<file path="src/rtl/mlp_pkg.sv">
// Shared constants and the sample-to-sign-magnitude helper for the MLP denoiser.
package mlp_pkg;

  localparam int N1      = 98;  // MLP input count (two per window tap)
  localparam int N2      = 16;  // MLP hidden-layer width
  localparam int W_X     = 4;   // magnitude width per tap
  localparam int W_K     = 4;   // MLP weight width
  localparam int W_S     = 8;   // input sample width
  localparam int LAT_MLP = 12;  // MLP input-to-output latency in cycles

  // Returns {pol, mag} for a W_S-bit two's complement sample.
  // The magnitude is taken in W_S+1 bits so the most negative sample is exact,
  // and it is capped at 2^(W_X-1)-1 because the MLP reads mag as signed.
  function automatic logic [W_X:0] sm_quant(input logic [W_S-1:0] sample,
                                            input int unsigned    shift);
    logic [W_S:0] ext_v;
    logic [W_S:0] abs_v;
    logic [W_S:0] shr_v;
    logic [W_S:0] cap_v;
    cap_v = (W_S+1)'((1 << (W_X-1)) - 1);
    ext_v = {sample[W_S-1], sample};
    abs_v = sample[W_S-1] ? ((~ext_v) + (W_S+1)'(1)) : ext_v;
    shr_v = abs_v >> shift;
    return {sample[W_S-1], (shr_v > cap_v) ? cap_v[W_X-1:0] : shr_v[W_X-1:0]};
  endfunction

endpackage

</file>
<file path="src/rtl/mlp_frontend_if.sv">
// Sample stream handshake between a producer and the MLP front end.
interface mlp_frontend_if #(
  parameter int W_S = 8
);
  logic           s_valid;
  logic           s_ready;
  logic [W_S-1:0] s_data;

  modport master (output s_valid, output s_data, input s_ready);
  modport slave  (input s_valid, input s_data, output s_ready);
endinterface

</file>
<file path="src/rtl/sm_quant_unit.sv">
// Combinational conversion of a signed sample into a saturated magnitude and a polarity bit.
module sm_quant_unit #(
  parameter int W_S   = 8,
  parameter int W_X   = 4,
  parameter int SHIFT = 2
) (
  input  logic [W_S-1:0] i_sample,
  output logic [W_X-1:0] o_mag,
  output logic           o_pol
);

  // Largest magnitude the signed consumer can represent.
  localparam logic [W_S:0] CAP = (W_S+1)'((1 << (W_X-1)) - 1);

  logic [W_S:0] w_ext;
  logic [W_S:0] w_abs;
  logic [W_S:0] w_shr;

  // One extra bit keeps |most negative sample| from wrapping.
  assign w_ext = {i_sample[W_S-1], i_sample};
  assign w_abs = i_sample[W_S-1] ? ((~w_ext) + (W_S+1)'(1)) : w_ext;
  assign w_shr = w_abs >> SHIFT;
  assign o_mag = (w_shr > CAP) ? CAP[W_X-1:0] : w_shr[W_X-1:0];
  assign o_pol = i_sample[W_S-1];

endmodule

</file>
<file path="src/rtl/mlp_frontend.sv">
// Streaming front end: quantises samples into a sliding window that feeds the MLP
// inputs, flags complete windows and tracks the MLP latency with a delay line.
module mlp_frontend
  import mlp_pkg::*;
#(
  parameter int N1     = mlp_pkg::N1,
  parameter int W_X    = mlp_pkg::W_X,
  parameter int W_S    = mlp_pkg::W_S,
  parameter int SHIFT  = 2,
  parameter int STRIDE = 1,
  parameter int LAT    = LAT_MLP
) (
  input  logic                         clk,
  input  logic                         rstn,
  input  logic                         clear,
  mlp_frontend_if.slave                s_if,
  output logic [N1/2-1:0][W_X-1:0]     in_mag,
  output logic [N1/2-1:0]              in_pol,
  output logic                         win_valid,
  output logic                         out_valid
);

  localparam int N_TAP  = N1 / 2;
  localparam int FILL_W = $clog2(N_TAP + 1);
  localparam int SC_W   = (STRIDE > 1) ? $clog2(STRIDE) : 1;
  localparam logic [FILL_W-1:0] FILL_MAX  = FILL_W'(N_TAP);
  localparam logic [FILL_W-1:0] FILL_LAST = FILL_W'(N_TAP - 1);
  localparam logic [SC_W-1:0]   SC_MAX    = SC_W'(STRIDE - 1);

  logic [W_X-1:0]    w_mag;
  logic              w_pol;
  logic              w_accept;
  logic              r_ready;
  logic [FILL_W-1:0] r_fill;
  logic [SC_W-1:0]   r_sc;
  logic              r_win;
  logic [LAT-1:0]    r_dly;

  sm_quant_unit #(
    .W_S   (W_S),
    .W_X   (W_X),
    .SHIFT (SHIFT)
  ) u_quant (
    .i_sample (s_if.s_data),
    .o_mag    (w_mag),
    .o_pol    (w_pol)
  );

  // A sample presented together with clear is dropped.
  assign w_accept     = s_if.s_valid && r_ready && !clear;
  assign s_if.s_ready = r_ready;
  assign win_valid    = r_win;
  assign out_valid    = r_dly[LAT-1];

  // Ready comes up on the first edge after reset and never drops: the MLP never stalls.
  always_ff @(posedge clk or negedge rstn) begin
    if (!rstn) r_ready <= 1'b0;
    else       r_ready <= 1'b1;
  end

  // Window taps: tap 0 takes the new sample, every other tap takes its younger neighbour.
  for (genvar gi = 0; gi < N_TAP; gi++) begin : g_tap
    logic [W_X-1:0] r_mag;
    logic           r_pol;
    logic [W_X-1:0] w_mag_in;
    logic           w_pol_in;

    if (gi == 0) begin : g_head
      assign w_mag_in = w_mag;
      assign w_pol_in = w_pol;
    end else begin : g_body
      assign w_mag_in = in_mag[gi-1];
      assign w_pol_in = in_pol[gi-1];
    end

    // Shift on accept, flush on clear, hold otherwise.
    always_ff @(posedge clk or negedge rstn) begin
      if (!rstn) begin
        r_mag <= '0;
        r_pol <= 1'b0;
      end else if (clear) begin
        r_mag <= '0;
        r_pol <= 1'b0;
      end else if (w_accept) begin
        r_mag <= w_mag_in;
        r_pol <= w_pol_in;
      end
    end

    assign in_mag[gi] = r_mag;
    assign in_pol[gi] = r_pol;
  end

  // Fill/stride counters; win_valid pulses after the filling accept and on every stride wrap.
  always_ff @(posedge clk or negedge rstn) begin
    if (!rstn) begin
      r_fill <= '0;
      r_sc   <= '0;
      r_win  <= 1'b0;
    end else if (clear) begin
      r_fill <= '0;
      r_sc   <= '0;
      r_win  <= 1'b0;
    end else if (w_accept) begin
      if (r_fill != FILL_MAX) begin
        r_fill <= r_fill + FILL_W'(1);
        r_sc   <= '0;
        r_win  <= (r_fill == FILL_LAST);
      end else if (r_sc == SC_MAX) begin
        r_sc  <= '0;
        r_win <= 1'b1;
      end else begin
        r_sc  <= r_sc + SC_W'(1);
        r_win <= 1'b0;
      end
    end else begin
      r_win <= 1'b0;
    end
  end

  // Delay line matching the MLP latency; clear drops every in-flight result flag.
  always_ff @(posedge clk or negedge rstn) begin
    if (!rstn)      r_dly <= '0;
    else if (clear) r_dly <= '0;
    else            r_dly <= LAT'({r_dly, r_win});
  end

endmodule
</file>
<file path="src/flat_wrapper.sv">
// flat-port wrapper written by rule: the top's interface ports become plain ports
module mlp_frontend_flat import mlp_pkg::*;
#(
  parameter int N1     = mlp_pkg::N1,
  parameter int W_X    = mlp_pkg::W_X,
  parameter int W_S    = mlp_pkg::W_S,
  parameter int SHIFT  = 2,
  parameter int STRIDE = 1,
  parameter int LAT    = LAT_MLP
)
  (clk, rstn, clear, in_mag, in_pol, win_valid, out_valid, s_if_s_valid, s_if_s_data, s_if_s_ready);
  mlp_frontend_if #(.W_S(W_S)) s_if_i ();
  input  logic clk;
  input  logic rstn;
  input  logic clear;
  output logic [N1/2-1:0][W_X-1:0] in_mag;
  output logic [N1/2-1:0] in_pol;
  output logic win_valid;
  output logic out_valid;
  input wire logic [$bits(s_if_i.s_valid)-1:0] s_if_s_valid;
  input wire logic [$bits(s_if_i.s_data)-1:0] s_if_s_data;
  output wire logic [$bits(s_if_i.s_ready)-1:0] s_if_s_ready;
  assign s_if_i.s_valid = s_if_s_valid;
  assign s_if_i.s_data = s_if_s_data;
  assign s_if_s_ready = s_if_i.s_ready;
  mlp_frontend #(.N1(N1), .W_X(W_X), .W_S(W_S), .SHIFT(SHIFT), .STRIDE(STRIDE), .LAT(LAT)) u_core (.clk(clk), .rstn(rstn), .clear(clear), .s_if(s_if_i), .in_mag(in_mag), .in_pol(in_pol), .win_valid(win_valid), .out_valid(out_valid));
endmodule
</file>
<file path="config.mk">
export PLATFORM = sky130hd
export DESIGN_NAME = mlp_frontend_flat
export DESIGN_NICKNAME = d
export VERILOG_FILES = /design/src/rtl/mlp_pkg.sv /design/src/rtl/mlp_frontend_if.sv /design/src/rtl/sm_quant_unit.sv /design/src/rtl/mlp_frontend.sv /design/src/flat_wrapper.sv
export SDC_FILE = /design/constraint.sdc
export NUM_CORES = 1
export LEC_CHECK = 0
export CAP_MARGIN = 5
export CORE_UTILIZATION = 50
export CTS_CLUSTER_DIAMETER = 200
export DETAILED_ROUTE_END_ITERATION = 8
export GPL_TIMING_DRIVEN = 0
export PLACE_DENSITY = 0.89
export SLEW_MARGIN = 10
export SYNTH_ARGS = -nofsm -noshare
export SYNTH_HDL_FRONTEND = slang
export SYNTH_SLANG_ARGS = --single-unit
</file>
<file path="constraint.sdc">
create_clock -name clk -period 3.4 [get_ports clk]
set_input_delay 0.68 -clock clk [delete_from_list [all_inputs] [get_ports clk]]
set_output_delay 0.68 -clock clk [all_outputs]
set_load 0.01 [all_outputs]
</file>
# Yosys cells after proc, flatten, opt, wreduce, memory -nomap -nowiden
# Index checks and enable logic that the tools add are counted.
[op_classes]
add_sub_neg = 3
n_lt_le_gt_ge = 1
n_eq_ne = 2
n_mux = 210
bitwise_logic = 1
n_reduce_logical = 6
[ops]
columns = ["cell", "count"]
rows = [
  ["$mux 4", 99],
  ["$mux 1", 106],
  ["$mux 6", 3],
  ["$mux 12", 1],
  ["$add 9x1->9 const B", 1],
  ["$mux 9", 1],
  ["$not 9->9", 1],
  ["$gt 7x3->1 const B", 1],
  ["$add 6x1->6 const B", 1],
  ["$eq 6x6->1 const B", 1],
  ["$ne 6x6->1 const B", 1],
  ["$reduce_bool 2->1", 2],
  ["$logic_and 1x1->1", 2],
  ["$reduce_and 2->1", 1],
  ["$add 1x1->1 const B", 1],
  ["$logic_not 1->1", 1],
]
[totals]
regBits = 266
in_bits = 12
out_inout_bits = 248
elab_cells = 326

# Longest topological paths before layout
# Gate-level depths: netlist of the first run.
[depth]
depth_word = 7
depth_mapped = 6
mapped_depth_nobuf = 4

# Hierarchy
# Synthesis of the first run repeated with hierarchy kept, for this count alone.
[unflattened]
hier_cells = 1195
hier_area_um2 = 10821.6
[modules_own_cells]
columns = ["module", "n_inst", "cells_each", "area_each_um2", "seq_area_each_um2"]
rows = [
  ["mlp_frontend", 1, 1178, 10716.5, 6631.4],
  ["sm_quant_unit", 1, 17, 105.1, 0.0],
]

# Least setup slack after synthesis of the first run
# Ideal clock, no wire load.
[synth_path]
path_type = "input to register"
start = "input port s_if_s_data[2]"
end = "register u_core.g_tap[0].r_mag[1]"
arrival_ps = 1440
slack_ps = 1823
stages = 3
n_path_buf = 0
path_cell_list = "or4b_1 o2111ai_1 a31oi_1"
[synth_via]
elab_chain_cells = 7
[synth_lines]
columns = ["item", "line", "rtl"]
rows = [
  ["from (decl)", "flat_wrapper.sv:21", "input wire logic [$bits(s_if_i.s_data)-1:0] s_if_s_data;"],
  ["$not 9->9", "sm_quant_unit.sv:21", "assign w_abs = i_sample[W_S-1] ? ((~w_ext) + (W_S+1)'(1)) : w_ext;"],
  ["$add 9x1->9", "sm_quant_unit.sv:21", ""],
  ["$mux 9 (*)", "sm_quant_unit.sv:21", ""],
  ["$gt 7x3->1", "sm_quant_unit.sv:23", "assign o_mag = (w_shr > CAP) ? CAP[W_X-1:0] : w_shr[W_X-1:0];"],
  ["$mux 4 (*)", "sm_quant_unit.sv:23", ""],
  ["$mux 4 (*)", "mlp_frontend.sv:84", "end else if (w_accept) begin"],
  ["$mux 4 (*)", "mlp_frontend.sv:81", "end else if (clear) begin"],
  ["to (signal assigned)", "mlp_frontend.sv:85", "r_mag <= w_mag_in;"],
  ["to (decl)", "mlp_frontend.sv:63", "logic [W_X-1:0] r_mag;"],
]
# Mark *: on every way between the ends. The rest lies on a longest branch, timed or not. The select of a mux whose other input is x is not followed.
# A chain may end at the register's enable or synchronous reset.

# Final worst setup path of the first run
[layout_path]
start = "register u_core.g_tap[43].r_pol"
end = "output port in_pol[43]"
[layout_lines]
columns = ["item", "line", "rtl"]
rows = [
  ["from (decl)", "mlp_frontend.sv:64", "logic r_pol;"],
  ["from (signal assigned)", "mlp_frontend.sv:86", "r_pol <= w_pol_in;"],
  ["to (decl)", "flat_wrapper.sv:17", "output logic [N1/2-1:0] in_pol;"],
]
# No word-level cell between the ends.

==> results of run 1 <==
[routing by layer]
layer	track usage (%)	share of wire [%]
met1	35.5	40
met2	47.5	49
met3	6.04	7.8
met4	9.18	3.0
met5	0	0
[final cells by class]
type                            instances  area [µm²]
Buffer                                132         821
Clock buffer                           40         774
Clock inverter                          9         159
Fill cell                            1556        6400
Inverter                                4        15.0
Multi-Input combinational cell        787        3430
Sequential cell                       265        6630
Tap cell                              275         344
Timing Repair Buffer                  260        2640
[cell usage after synthesis (4+ instances only)]
cell,instances
a21oi_1,246
buf_1,9
buf_2,44
buf_4,50
buf_6,11
clkbuf_1,18
dfrtp_1,265
inv_1,4
nand2_1,488
nand3_1,4
nor2b_1,12
o21ai_0,4
or3_1,4
[worst reg2reg max path, cell delays in order (launching register included)]
cell,delay [ns]
dfrtp_1,0.43
nand2_1,0.19
buf_2,0.30
buf_2,0.28
nand2_1,0.11
a21oi_1,0.19
[power by group through the flow]
stage	combinational [mW]	sequential, mW	clock (mW)
finish	0.316	3.17	3.11
global route	0.349	3.17	3.27
CTS	0.318	3.17	3.15
detailed placement	0.316	3.23	0
global placement	0.301	3.23	0
floorplan	0.153	3.23	0
[worst max path at each step]
stage                           startpoint                         to  slack (ns)  cells after the start
CTS                 u_core.g_tap[26].r_pol                 in_pol[26]        1.01                      2
finish              u_core.g_tap[43].r_pol                 in_pol[43]        1.03                      2
detailed placement            s_if_s_valid  u_core.g_tap[14].r_mag[3]        1.09                      7
global route        u_core.g_tap[43].r_pol                 in_pol[43]        0.97                      2
global placement                      rstn     u_core.g_tap[34].r_pol       -9.31                      1
floorplan                   s_if_s_data[2]   u_core.g_tap[0].r_mag[1]        1.82                      3
[stage by stage]
step / total power, mW / instances / setup slack (ns) / hold WS [ns] / cell area (µm²)
after floorplan: 3.38 / 1188 / 1.82 / 0.384 / 10900
after global routing: 6.78 / 1772 / 0.975 / 0.115 / 14800
after global placement: 3.53 / 1721 / -9.31 / 0.449 / 13800
final: 6.60 / 1772 / 1.03 / 0.0906 / 14800
after detailed placement: 3.54 / 1723 / 1.09 / 0.452 / 13900
after CTS: 6.64 / 1772 / 1.01 / 0.0994 / 14800
[kinds of logic (layout without fill, tap and decap cells)]
family	after synthesis	in the layout	synth area share, %
fa+ha+maj	3	3	0.344
flops	265	265	60.8
simple gates	521	521	18.7
compound gates	260	260	12.2
other cells	1	1	0.0344
mux	2	2	0.195
buf+inv	136	445	7.67
[state kept, by name, summed over array words and instances, names as in the netlist]
register               count
u_core.win_valid           1
u_core.g_tap.w_pol_in      1
u_core.s_if.s_ready        1
u_core.r_dly              12
u_core.g_tap.w_mag_in      4
u_core.g_tap.r_mag       192
u_core.g_tap.r_pol        48
u_core.r_fill              6
==> metrics.yaml, run 1 <==
pwr:
  clockPowerShare_pct: 47.2
  peakVddDrop_mv: 0.365
  p_leak_nw: 6.18
  power_density_nw_per_um2: 445
  power.switching_mw: 1.48
  p_sw_share_pct: 22.4
  combPwrFrac_pct: 4.8
  pwr-share-seq_pct: 48.0
  p_int_mw: 5.11
global_route:
  antenna_found_initial: 0
  grt_pass1_vias: 9464
  grt_pass1_wl_um: 49200
  grt_max_degree: 113
  grt_usage_pct: 28.0
  grt_overflow: 0
clocking:
  cts_setup_buffers: 0
  cts_inserted_buffers: 27
  clkLatencyLatePin_ns: 0.52
  cts_tree: "yes"
  cts_resized: 0
  clockBufferDepth: 3
  htreeDepth: 1
  root_buffer: "clkbuf_16"
  clkTransAtPathRegs_ns: 0.06
  ctsHoldBuffers: 0
  cts_sinks: 265
critical_path:
  worstPathMaxFanout: 3
  crit_family: "buffers and inverters"
  r2r_cells: 5
  crit_slowest_cell: "clkdlybuf4s50_1"
  r2r_start: "u_core.s_if.s_ready"
  critPathKind: "reg2out"
  start_kind: "register"
  critPathMaxStageDelay_ns: 0.57
  path_buf_inv: 2
  arrival_ns: 1.69
  cp-end-kind: "output port"
  required_ns: 2.72
  cp_cell_sequence: "buf_4 -> clkdlybuf4s50_1"
  r2r-end: "u_core.g_tap[47].r_mag[2]"
  reg2reg_slack_ns: 1.81
logic_synthesis:
  yosysSeqAreaShare_pct: 60.8
  yosysUniqueCellTypes: 35
  synth_area_per_cell_um2: 9.17
  synthDominantCellAreaShare_pct: 60.8
  synth_flop_cell: "dfrtp_1"
  syn_nets: 1203
  synth_warnings: 0
  yosysTopAreaCell: "dfrtp_1"
  syn_inst: 1188
  ys_top_cells_by_area: "dfrtp_1 (61%), nand2_1 (17%), a21oi_1 (11%)"
  synthArstFlopShare_pct: 100
  ys_ff_latch: 265
  netlist_area_um2: 10900
  synth_edf_count: 0
floorplanning:
  die-height_um: 150
  dieArea_um2: 22400
  io_pins: 260
  start_util_pct: 51.4
  num_rows: 53
  core_area_um2: 21200
  fp.dieW_um: 150
finish:
  utilization_pct: 69.8
  area_growth_pct: 36.0
  final_common_cell: "nand2_1"
  fin_nets: 1492
  n_antenna_cell: 0
  drive_above_1_share_pct: 10.1
  most-common-layout-cells: "nand2_1 (488), dfrtp_1 (265), clkdlybuf4s50_1 (257)"
placement:
  gp_congestion: 0.858
  dp_hpwl_um: 21500
  io_buffers: 258
drt:
  wl_per_cell_um: 17.7
  postRouteAntennaNets: 0
  drt_pre_antenna_iters: 7
  viasPerCell: 5.41
  vias: 9582
  post-route-drc-count: 0
  drt_iter0_drc: 723
  routed_wl_um: 31400
timing:
  slew-limit-headroom_pct: 61.4
  rsz0062_at_grt: "no"
  hold_viol: 0
  fmax_mhz: 422
  finalMaxSlewViolations: 0
  finalSetupViolations: 0
  layout_min_cycle_time_ns: 2.37
  fin_setup_tns_ns: 0
  worst_slew_pin_slew_ns: 0.579
  clock_skew_ns: 0.00793
  period_share_pct: 69.8
job:
  drv_cap: 0
run_status:
  status: "completed"
worst_hold_path:
  hp-class: "in2async"
Note: power is estimated with default switching activity, not from simulation.
==> inputs of run 2 (changes only) <==
CORE_UTILIZATION = 45   (was 50)
PLACE_DENSITY = 0.85   (was 0.89)
clock period = 1.91 ns   (was 3.4 ns; I/O delays follow)
==> run 2 against run 1 <==
Critical path depth fell by 1. Clock skew hardly changed. Via count fell by 0.21%.
==> metrics.yaml, run 2 (synthesis gave the netlist of run 1 again) <==
job:
  drv_cap: 0  # unchanged
finish:
  finalNonFillerCells: 1845  # +4.1%
  seq_area_um2: 6640  # +0.17%
  drive_above_1_share_pct: 12.6  # +2.6 points
  largest_reg_flops: 192  # unchanged
  reg.largest.list: "u_core.g_tap.r_mag: 192 flops, u_core.g_tap.r_pol: 48 flops, u_core.r_dly: 12 flops"
  n_antenna_cell: 0  # unchanged
  final_common_cell: "nand2_1"
  area_growth_pct: 39.6
  fin_nets: 1522  # +2.0%
  most-common-layout-cells: "nand2_1 (488), dfrtp_1 (256), a21oi_1 (246)"
  utilization_pct: 64.4  # -5.4 points
  top_register: "u_core.g_tap.r_mag"
  fillCellCount: 1877  # +21%
  multiInputGateArea_um2: 3430  # unchanged
timing:
  finalSetupViolations: 0  # unchanged
  slew-limit-headroom_pct: 62.7  # +1.3 points
  layout_min_cycle_time_ns: 1.87
  period_share_pct: 98.1
  finalMaxSlewViolations: 0  # unchanged
  clock_skew_ns: 0.00781  # -0.000118 ns
  worst_slew_pin_slew_ns: 0.560  # -0.0188 ns
  fmax_mhz: 533
  hold_viol: 0  # unchanged
  fin_setup_tns_ns: 0  # unchanged
clocking:
  clockBufferDepth: 3  # unchanged
  root_buffer: "clkbuf_16"
  cts_sinks: 265  # unchanged
  cts_tree: "yes"
  cts_inserted_buffers: 28  # +3.7%
  clkLatencyLatePin_ns: 0.54  # +0.02 ns
  htreeDepth: 1  # unchanged
  clkTransAtPathRegs_ns: 0.07  # about the same
floorplanning:
  fp.dieW_um: 158  # +5.3%
  start_util_pct: 46.2  # -5.2 points
  die-height_um: 158  # +5.3%
  io_pins: 260  # unchanged
  num_rows: 56  # +5.7%
  dieArea_um2: 24800  # +11%
  core_area_um2: 23600  # +11%
drt:
  wl_per_cell_um: 17.6  # -0.81%
  vias: 9562  # -0.21%
  postRouteAntennaNets: 0  # unchanged
  routed_wl_um: 32400  # +3.3%
  post-route-drc-count: 0  # unchanged
  viasPerCell: 5.18  # -4.2%
  drt_pre_antenna_iters: 5  # -2
  drt_iter0_drc: 654  # -9.5%
global_route:
  grt_max_degree: 113  # unchanged
  grt_overflow: 0  # unchanged
  grt_pass1_wl_um: 50100  # +2.0%
  grt_usage_pct: 25.8  # -2.1 points
  grt_pass1_vias: 9531  # +0.71%
  antenna_found_initial: 0  # unchanged
run_status:
  status: "completed"
pwr:
  power_density_nw_per_um2: 786  # +77%
  p_leak_nw: 7.66  # +24%
  peakVddDrop_mv: 0.693  # +90%
critical_path:
  critPathMaxStageDelay_ns: 0.57  # about the same
  required_ns: 1.53  # -1.19 ns
  start_kind: "register"
  critPathKind: "reg2out"
  crit_family: "buffers and inverters"
  path_buf_inv: 1  # -1
  reg2reg_slack_ns: 0.29  # -1.52 ns
  r2r-end: "u_core.g_tap[35].r_mag[1]"
  cp_cell_sequence: "clkdlybuf4s50_1"
  r2r_start: "u_core.s_if.s_ready"
  arrival_ns: 1.49  # -0.20 ns
  r2r_cells: 5  # unchanged
  crit_slowest_cell: "clkdlybuf4s50_1"
  worstPathMaxFanout: 3  # unchanged
  cp-end-kind: "output port"
placement:
  dp_hpwl_um: 22200  # +3.6%
  place_inst: 1767  # +2.6%
  io_buffers: 258  # unchanged
  gp_congestion: 0.858  # unchanged
worst_hold_path:
  min_to: "u_core.r_dly[11]"
  hold_depth: 2
  hp-class: "in2reg"
  min_from: "clear"
## run 2: stage by stage
step	hold WS [ns]	worst slack (ns)	total power, mW	area (µm²)
final	0.259	0.0356	12.0	15200
after global routing	0.272	-0.0211	12.3	15200
after CTS	0.228	0.000691	12.0	15100
after detailed placement	0.343	-0.119	6.31	13900
after global placement	0.448	-10.55	6.29	13900
after floorplan	0.0864	0.613	6.02	10900
## run 2: routing by layer
layer / track usage [%] / share of wire [%] / routed length [µm] / vias to the layer above
met1: 33.1 / 42 / 13500 / 4745
li1: - / - / - / 4422
met2: 43.0 / 49 / 15900 / 332
met4: 9.66 / 2.7 / 870 / 0
met5: 0 / 0 / 0 / -
met3: 5.50 / 6.6 / 2130 / 63
## run 2: layout make-up
type	count	share of cell area, %
multi-input combinational	787	22.6
buffer	132	5.40
sequential	265	43.7
clock inverter	6	0.707
clock buffer	43	5.77
tap	319	2.62
timing repair buffer	289	19.2
inverter	4	0.0987
## run 2: what timing repair did
| item | 4_1_cts | 5_1_grt |
|---|---|---|
| endpoints found under the setup margin | 74 | 54 |
| hold endpoints to repair | 57 | 0 |
| gates resized for setup | 72 | 54 |
| setup buffers | 28 | 0 |
| hold buffers | 1 | 0 |
## run 2: worst max path at each step
| stage | start | end | slack (ns) | depth (start not counted) |
|---|---|---|---|---|
| after floorplan | u_core.r_fill[3] | u_core.r_fill[0] | 0.61 | 3 |
| after global placement | rstn | u_core.g_tap[34].r_mag[3] | -10.55 | 1 |
| after detailed placement | s_if_s_valid | u_core.g_tap[43].r_mag[2] | -0.12 | 7 |
| after CTS | u_core.g_tap[10].w_pol_in | in_pol[9] | 0.0007 | 2 |
| after global routing | u_core.g_tap[25].r_mag[3] | in_mag[103] | -0.02 | 1 |
| final | u_core.g_tap[13].r_mag[2] | in_mag[54] | 0.04 | 1 |
## run 2: report_power, final
group | internal, mW | switching [mW] | total [mW]
registers | 5.63 | 0.0141 | 5.64
clock network | 3.54 | 2.22 | 5.76
logic | 0.129 | 0.434 | 0.563
total | 9.30 | 2.66 | 12.0
